===== src/rtl/hbridge_apb_master.sv =====
// hbridge_apb_master
// APB initiator that converts one motor request into two APB writes to the
// H-bridge peripheral: CMD register (BASE_ADDR) first, then EN register
// (BASE_ADDR+4). A slave error or timeout on the CMD write skips the EN write,
// so the motor is never enabled on a bad direction.
//
// Optional feature: define HBRIDGE_MASTER_TIMEOUT_EN to abort an ACCESS phase
// after TIMEOUT_CYCLES consecutive PREADY-low cycles (ERR_CODE=10).
//
// Ports:
//   PCLK, PRESET            clock, async active-high reset
//   REQ_VALID/REQ_READY     request handshake (ready only in IDLE)
//   REQ_CMD, REQ_EN         direction command and enable to write
//   PSEL..PWDATA            APB master outputs (all registered)
//   PREADY, PSLVERR         APB slave response
//   DONE                    one-cycle completion pulse
//   ERR_CODE                00 ok, 01 slave error, 10 timeout
module hbridge_apb_master #(
  parameter logic [15:0] BASE_ADDR      = 16'h0000,
  parameter int unsigned TIMEOUT_CYCLES = 255
) (
  input  logic        PCLK,
  input  logic        PRESET,
  input  logic        REQ_VALID,
  output logic        REQ_READY,
  input  logic [1:0]  REQ_CMD,
  input  logic        REQ_EN,
  output logic        PSEL,
  output logic        PENABLE,
  output logic        PWRITE,
  output logic [31:0] PADDR,
  output logic [31:0] PWDATA,
  input  logic        PREADY,
  input  logic        PSLVERR,
  output logic        DONE,
  output logic [1:0]  ERR_CODE
);

  localparam int unsigned DATA_W   = 32;
  localparam int unsigned TMO_W    = 8;
  localparam logic [DATA_W-1:0] CMD_ADDR = {16'h0000, BASE_ADDR};
  localparam logic [DATA_W-1:0] EN_ADDR  = {16'h0000, 16'(BASE_ADDR + 16'h0004)};
  localparam logic [1:0] ERR_OK  = 2'b00;
  localparam logic [1:0] ERR_SLV = 2'b01;
  localparam logic [1:0] ERR_TMO = 2'b10;

  // Reject out-of-range timeout configurations at elaboration.
  if (TIMEOUT_CYCLES < 1 || TIMEOUT_CYCLES > 255) begin : g_bad_timeout
    $error("hbridge_apb_master: TIMEOUT_CYCLES must be in 1..255");
  end

  typedef enum logic [2:0] {
    S_IDLE,
    S_CMD_SETUP,
    S_CMD_ACCESS,
    S_EN_SETUP,
    S_EN_ACCESS,
    S_FIN
  } state_e;

  state_e state_q;
  // Captured enable; the captured cmd lives in PWDATA for the whole CMD write.
  logic   en_q;

`ifdef HBRIDGE_MASTER_TIMEOUT_EN
  logic [TMO_W-1:0] tmo_q;
  logic             tmo_hit_c;
  // True on the wait cycle that would make the stall count reach the limit.
  assign tmo_hit_c = ({1'b0, tmo_q} + 9'd1) >= 9'(TIMEOUT_CYCLES);
`endif

  // Single registered FSM: outputs are set for the state being entered.
  always_ff @(posedge PCLK or posedge PRESET) begin
    if (PRESET) begin
      state_q   <= S_IDLE;
      en_q      <= 1'b0;
      REQ_READY <= 1'b1;
      PSEL      <= 1'b0;
      PENABLE   <= 1'b0;
      PWRITE    <= 1'b0;
      PADDR     <= '0;
      PWDATA    <= '0;
      DONE      <= 1'b0;
      ERR_CODE  <= ERR_OK;
`ifdef HBRIDGE_MASTER_TIMEOUT_EN
      tmo_q     <= '0;
`endif
    end else begin
      DONE <= 1'b0;
      case (state_q)
        S_IDLE: begin
          if (REQ_VALID) begin
            en_q      <= REQ_EN;
            ERR_CODE  <= ERR_OK;
            REQ_READY <= 1'b0;
            PSEL      <= 1'b1;
            PWRITE    <= 1'b1;
            PADDR     <= CMD_ADDR;
            PWDATA    <= {30'h0, REQ_CMD};
            state_q   <= S_CMD_SETUP;
          end
        end

        S_CMD_SETUP, S_EN_SETUP: begin
          PENABLE <= 1'b1;
`ifdef HBRIDGE_MASTER_TIMEOUT_EN
          tmo_q   <= '0;
`endif
          state_q <= (state_q == S_CMD_SETUP) ? S_CMD_ACCESS : S_EN_ACCESS;
        end

        S_CMD_ACCESS, S_EN_ACCESS: begin
          if (PREADY) begin
            if (PSLVERR) begin
              ERR_CODE <= ERR_SLV;
            end
            if (state_q == S_CMD_ACCESS && !PSLVERR) begin
              PENABLE <= 1'b0;
              PADDR   <= EN_ADDR;
              PWDATA  <= {31'h0, en_q};
              state_q <= S_EN_SETUP;
            end else begin
              PSEL    <= 1'b0;
              PENABLE <= 1'b0;
              PWRITE  <= 1'b0;
              PADDR   <= '0;
              PWDATA  <= '0;
              DONE    <= 1'b1;
              state_q <= S_FIN;
            end
          end
`ifdef HBRIDGE_MASTER_TIMEOUT_EN
          else if (tmo_hit_c) begin
            ERR_CODE <= ERR_TMO;
            PSEL     <= 1'b0;
            PENABLE  <= 1'b0;
            PWRITE   <= 1'b0;
            PADDR    <= '0;
            PWDATA   <= '0;
            DONE     <= 1'b1;
            state_q  <= S_FIN;
          end else begin
            tmo_q <= tmo_q + TMO_W'(1);
          end
`endif
        end

        S_FIN: begin
          REQ_READY <= 1'b1;
          state_q   <= S_IDLE;
        end

        default: begin
          REQ_READY <= 1'b1;
          PSEL      <= 1'b0;
          PENABLE   <= 1'b0;
          PWRITE    <= 1'b0;
          PADDR     <= '0;
          PWDATA    <= '0;
          state_q   <= S_IDLE;
        end
      endcase
    end
  end

endmodule


===== config.mk =====
export PLATFORM = sky130hd
export DESIGN_NAME = hbridge_apb_master
export DESIGN_NICKNAME = d
export VERILOG_FILES = /design/src/rtl/hbridge_apb_master.sv
export SDC_FILE = /design/constraint.sdc
export NUM_CORES = 1
export LEC_CHECK = 0
export CORE_MARGIN = 1
export CORE_UTILIZATION = 35
export CTS_BUF_LIST = sky130_fd_sc_hd__clkbuf_2 sky130_fd_sc_hd__clkbuf_4 sky130_fd_sc_hd__clkbuf_8
export DETAILED_ROUTE_END_ITERATION = 10
export PLACE_DENSITY = 0.82
export SETUP_SLACK_MARGIN = 0.05
export SYNTH_ARGS = -nofsm -noshare
export SYNTH_HDL_FRONTEND = slang
export SYNTH_SLANG_ARGS = --single-unit

===== constraint.sdc =====
create_clock -name PCLK -period 1.8 [get_ports PCLK]
set_clock_uncertainty 0.2 [all_clocks]
set_input_delay 0.18 -clock PCLK [delete_from_list [all_inputs] [get_ports PCLK]]
set_output_delay 0.18 -clock PCLK [all_outputs]
set_load 0.05 [all_outputs]

==> out/results.tsv, run 1 <==
metric	value	unit
status	finished, violations left	
violations	design-rule violations	
place_area	0.00105	mm²
wl_per_cell	8.37	µm
grt_pass1_wl	2120	µm
clock_path_buffers	2	
final_cell_mix	conb_1, buf_4, dfrtp_1	
critPathMaxStageDelay	0.47	ns
overflow	0	
drt_wl_total	1460	µm
ys_seq_elements	12	
synth-edff-count	0	
rr_worst_depth	4	
viasPerCell	3.80	
p_leak	0.594	nW
async_reset_ff_frac	1.00	
dp.cells	170	
cts_sinks	12	
synthToLayoutAreaGrowth	-0.115	%
die_w	57.6	µm
tritoncts	done	
fin_cells	174	
dpl_worst_slack	-0.0100	ns
crit_path_cell_trace	nor2b_1, nand2_2, o211a_2, mux2_4	
drive_above_1_share	0.189	
io_buffers	16	
rows	19	
syn_inst	122	
start_util	0.380	
drv_cap	0	
drt_first_iter_violations	13	
drcViolationCount	4	
critPathTopFamily	flip-flops	
cts_hold_buf	0	
cts_setup_buffers	0	
synth_warnings	0	
setup_ws	0.223	ns
core	0.00285	mm²
post_cts_resized	0	
hold_violations	0	
cp.arrival	1.54	ns
grt_setup_unrepaired	false	
fmax	0.634	GHz
dpl.hpwl	1220	µm
fin_total_pwr	1.98	mW
grt_max_degree	13	
fin_area	0.00108	mm²
min_path_type	primary input to async pin	
period_share	0.876	
ant_nets	0	
worst_r2r_startpoint	state_q[1]	
critPathSlowestCell	dfrtp_1	
syn_area	0.00108	mm²
setup-violations-final	0	
clkTransAtPathRegs	0.07	ns
vias	662	
min_period	1.58	ns
cp.required	1.77	ns
path_depth	4	
die_area	0.00332	mm²
yosysUniqueCellTypes	32	
grt_pass1_vias	501	
drt_pass1_iterations	7	
cts_buffers	3	
die_y	57.6	µm
path_max_fanout	9	
postLayoutCoreUtil	0.379	
antenna_found_initial	0	
rrSetupSlack	0.22	ns
endpoint_kind	register	
nets	152	
synth-seq-area-share	0.278	
antennaDiodeCount	0	
ios	79	
final_common_cell	conb_1	
finalWeightedCongestion	0.813	
track_usage	0.0866	
cts-root-buf	clkbuf_4	
cts-htree-levels	1	
power_density	1830	mW/mm²
drv_slew	0	
ys.flop_type	dfrtp_1	
worst_setup_path_start_kind	register	
crit_start	state_q[1]	
path_buf_inv	0	
insertion_delay	0.27	ns
criticalPathCategory	register to register	
synth.avg_cell_area	8.88	µm²
max-vdd-ir-drop	0.430	mV
[area by class of cell]
type / instances / area, µm²
fill: 304 / 1770
multi-input combinational: 103 / 509
sequential: 12 / 302
timing repair buffer: 22 / 195
tap: 31 / 38.8
clock buffer: 4 / 30.0
inverter: 2 / 7.51
[state kept, by name, summed over array words and instances, names as in the netlist]
register	count
PWRITE	1
DONE	1
ERR_CODE	1
en_q	1
state_q	3
PENABLE	1
REQ_READY	1
PWDATA	2
PADDR	1
[stage by stage]
stage / setup TNS, ns / hold WS [ns]
2_1_floorplan: 0 / -0.156
4_1_cts: 0 / 0.0401
3_5_place_dp: -0.0100 / 0.281
6_report: 0 / 0.0134
5_1_grt: 0 / 0.0825
3_3_place_gp: -0.0183 / 0.273
[cell families after synthesis]
logic type             Yosys count  synth area share
buffers and inverters           68             0.463
and+or+nand+nor                 24             0.119
AOI/OAI and AO/OA               13            0.0924
DFF                             12             0.278
muxes                            4            0.0439
other                            1           0.00346
[synthesized netlist by cell type, types with 2 or more instances]
master	instances	area (µm²)
inv_1	2	7.51
dfrtp_1	11	275
nand2_1	9	33.8
nor2b_1	2	12.5
nor2_1	4	15.0
a32o_1	2	20.0
or2b_1	2	15.0
a21oi_1	2	10.0
buf_2	2	10.0
o21ai_1	2	10.0
buf_4	63	473
[layer usage]
metal | vias to the layer above | global-route usage | wire, µm
met5 | - | 0 | 0
met4 | 0 | 0.0418 | 25
met3 | 3 | 0.0379 | 143
met2 | 40 | 0.145 | 743
met1 | 311 | 0.0940 | 544
li1 | 308 | - | -
[power by group]
group / internal [mW] / switching [mW] / leakage (nW)
combinational: 0.407 / 0.867 / 0.426
sequential: 0.399 / 0.114 / 0.150
clock: 0.101 / 0.0903 / 0.0184
total: 0.907 / 1.07 / 0.594
[path summary, 6_finish.rpt]
path	to
worst min register to register	en_q
worst max register to register	PADDR[2]
worst max-delay path	PADDR[2]
max in group asynchronous	REQ_READY
min in group PCLK	en_q
worst min-delay path	PADDR[2]
Note: power is estimated with default switching activity, not from simulation.
==> inputs of run 2 (changes only) <==
--- a/config.mk
+++ b/config.mk
@@ -5,6 +5,7 @@
 export SDC_FILE = /design/constraint.sdc
 export NUM_CORES = 1
 export LEC_CHECK = 0
+export CORE_ASPECT_RATIO = 1.1
 export CORE_MARGIN = 1
 export CORE_UTILIZATION = 35
 export CTS_BUF_LIST = sky130_fd_sc_hd__clkbuf_2 sky130_fd_sc_hd__clkbuf_4 sky130_fd_sc_hd__clkbuf_8
==> out/results.tsv, run 2 (synthesis results as in run 1) <==
metric	value	unit
insertion_delay	0.28	ns
dpl.hpwl	1220	µm
antenna_found_initial	0	
regMostFlops	state_q	
wl_per_cell	8.60	µm
power_density	1850	mW/mm²
rrSetupSlack	0.14	ns
nFillCells	294	
die_y	60.4	µm
clkTransAtPathRegs	0.08	ns
final.setup.tns	0	ns
overflow	0	
drv_cap	0	
endpoint_kind	register	
postLayoutCoreUtil	0.375	
drt_pass1_iterations	4	
hold_violations	0	
drcViolationCount	0	
finalWeightedCongestion	0.805	
cts_buffers	3	
viasPerCell	3.77	
min_path_type	primary input to async pin	
critPathSlowestCell	dfrtp_1	
grt_pass1_vias	522	
drt_wl_total	1490	µm
tritoncts	done	
track_usage	0.0933	
ant_nets	0	
cts_sinks	12	
cts-htree-levels	1	
drive_above_1_share	0.171	
cts_setup_buffers	0	
status	completed	
rr_worst_depth	4	
clock_path_buffers	2	
grt_max_degree	13	
setup_ws	0.141	ns
worst_r2r_startpoint	state_q[1]	
path_max_fanout	10	
grt_setup_unrepaired	false	
die_area	0.00332	mm²
die_w	55.1	µm
cts_hold_buf	0	
ios	79	
grt_pass1_wl	2140	µm
min_period	1.66	ns
antennaDiodeCount	0	
worst_setup_path_start_kind	register	
vias	652	
cts-root-buf	clkbuf_4	
period_share	0.922	
post_cts_resized	0	
final_common_cell	conb_1	
critPathMaxStageDelay	0.48	ns
max-vdd-ir-drop	1.00	mV
start_util	0.380	
p_leak	0.582	nW
fin_total_pwr	1.98	mW
crit_path_cell_trace	nor2b_1, nand2_2, o211a_2, mux2_4	
rows	20	
criticalPathCategory	register to register	
largest_reg_flops	3	
top_regs	state_q x3, PWDATA x2	
setup-violations-final	0	
cp.required	1.77	ns
drv_slew	0	
drt_first_iter_violations	3	
nets	149	
rr_endpoint	PADDR[2]	
core	0.00285	mm²
io_buffers	16	
dpl_worst_slack	-0.0620	ns
synthToLayoutAreaGrowth	-1.39	%
cp.arrival	1.63	ns
final_cell_mix	conb_1, dfrtp_1, buf_4	
fmax	0.603	GHz
-- run 2: changes by cell type in the layout (fill, tap and decap cells not counted), sizes merged --
| cell | before | now |
|---|---|---|
| buf | 15 | 12 |
-- run 2: per-layer routing --
metal	routed length (µm)	GRT usage	part of all wire
met5	0	0	0
met3	172	0.0401	0.12
met2	744	0.151	0.50
met4	19	0.0500	0.013
met1	552	0.101	0.37
-- run 2: critical path, delay by kind of cell, from the launching register on --
family / cells / cell delay [ns]
AND/OR/NAND/NOR: 2 / 0.42
multiplexers: 1 / 0.30
flip-flops: 1 / 0.48
AO/OA/AOI/OAI: 1 / 0.17
-- run 2: worst max-delay path by stage --
stage,end,depth (start not counted),slack (ns),startpoint
2_1_floorplan,PADDR[2],5,0.33,state_q[0]
3_3_place_gp,PADDR[2],5,-0.03,REQ_VALID
3_5_place_dp,PADDR[2],5,-0.06,REQ_VALID
4_1_cts,PADDR[2],4,0.12,state_q[1]
5_1_grt,PADDR[2],4,0.07,state_q[1]
6_report,PADDR[2],4,0.14,state_q[1]
-- run 2: area by class of cell --
class	count	area (µm²)	share of cell area
Clock buffer	4	36.3	0.0340
Inverter	2	7.51	0.00703
Multi-Input combinational cell	103	509	0.477
Sequential cell	12	302	0.282
Tap cell	33	41.3	0.0386
Timing Repair Buffer	19	173	0.162
-- run 2: power by group --
group | leakage, nW | switching (mW) | internal [mW]
combinational | 0.412 | 0.863 | 0.382
sequential | 0.150 | 0.120 | 0.399
clock | 0.0210 | 0.0913 | 0.123
-- run 2: per-stage QoR --
step / instances / hold slack, ns / cell area [µm²]
2_1_floorplan: 183 / -0.156 / 1310
3_3_place_gp: 169 / 0.274 / 1030
3_5_place_dp: 169 / 0.289 / 1030
4_1_cts: 173 / 0.0342 / 1070
5_1_grt: 173 / 0.0675 / 1070
6_report: 173 / 0.0120 / 1070
==> inputs of run 3 (changes only) <==
--- a/config.mk
+++ b/config.mk
@@ -5,6 +5,7 @@
 export SDC_FILE = /design/constraint.sdc
 export NUM_CORES = 1
 export LEC_CHECK = 0
+export CAP_MARGIN = 20
 export CORE_ASPECT_RATIO = 1.1
 export CORE_MARGIN = 1
 export CORE_UTILIZATION = 35
==> results of run 3 <==
The final DEF is identical to that of run 2; final timing and power are the same.
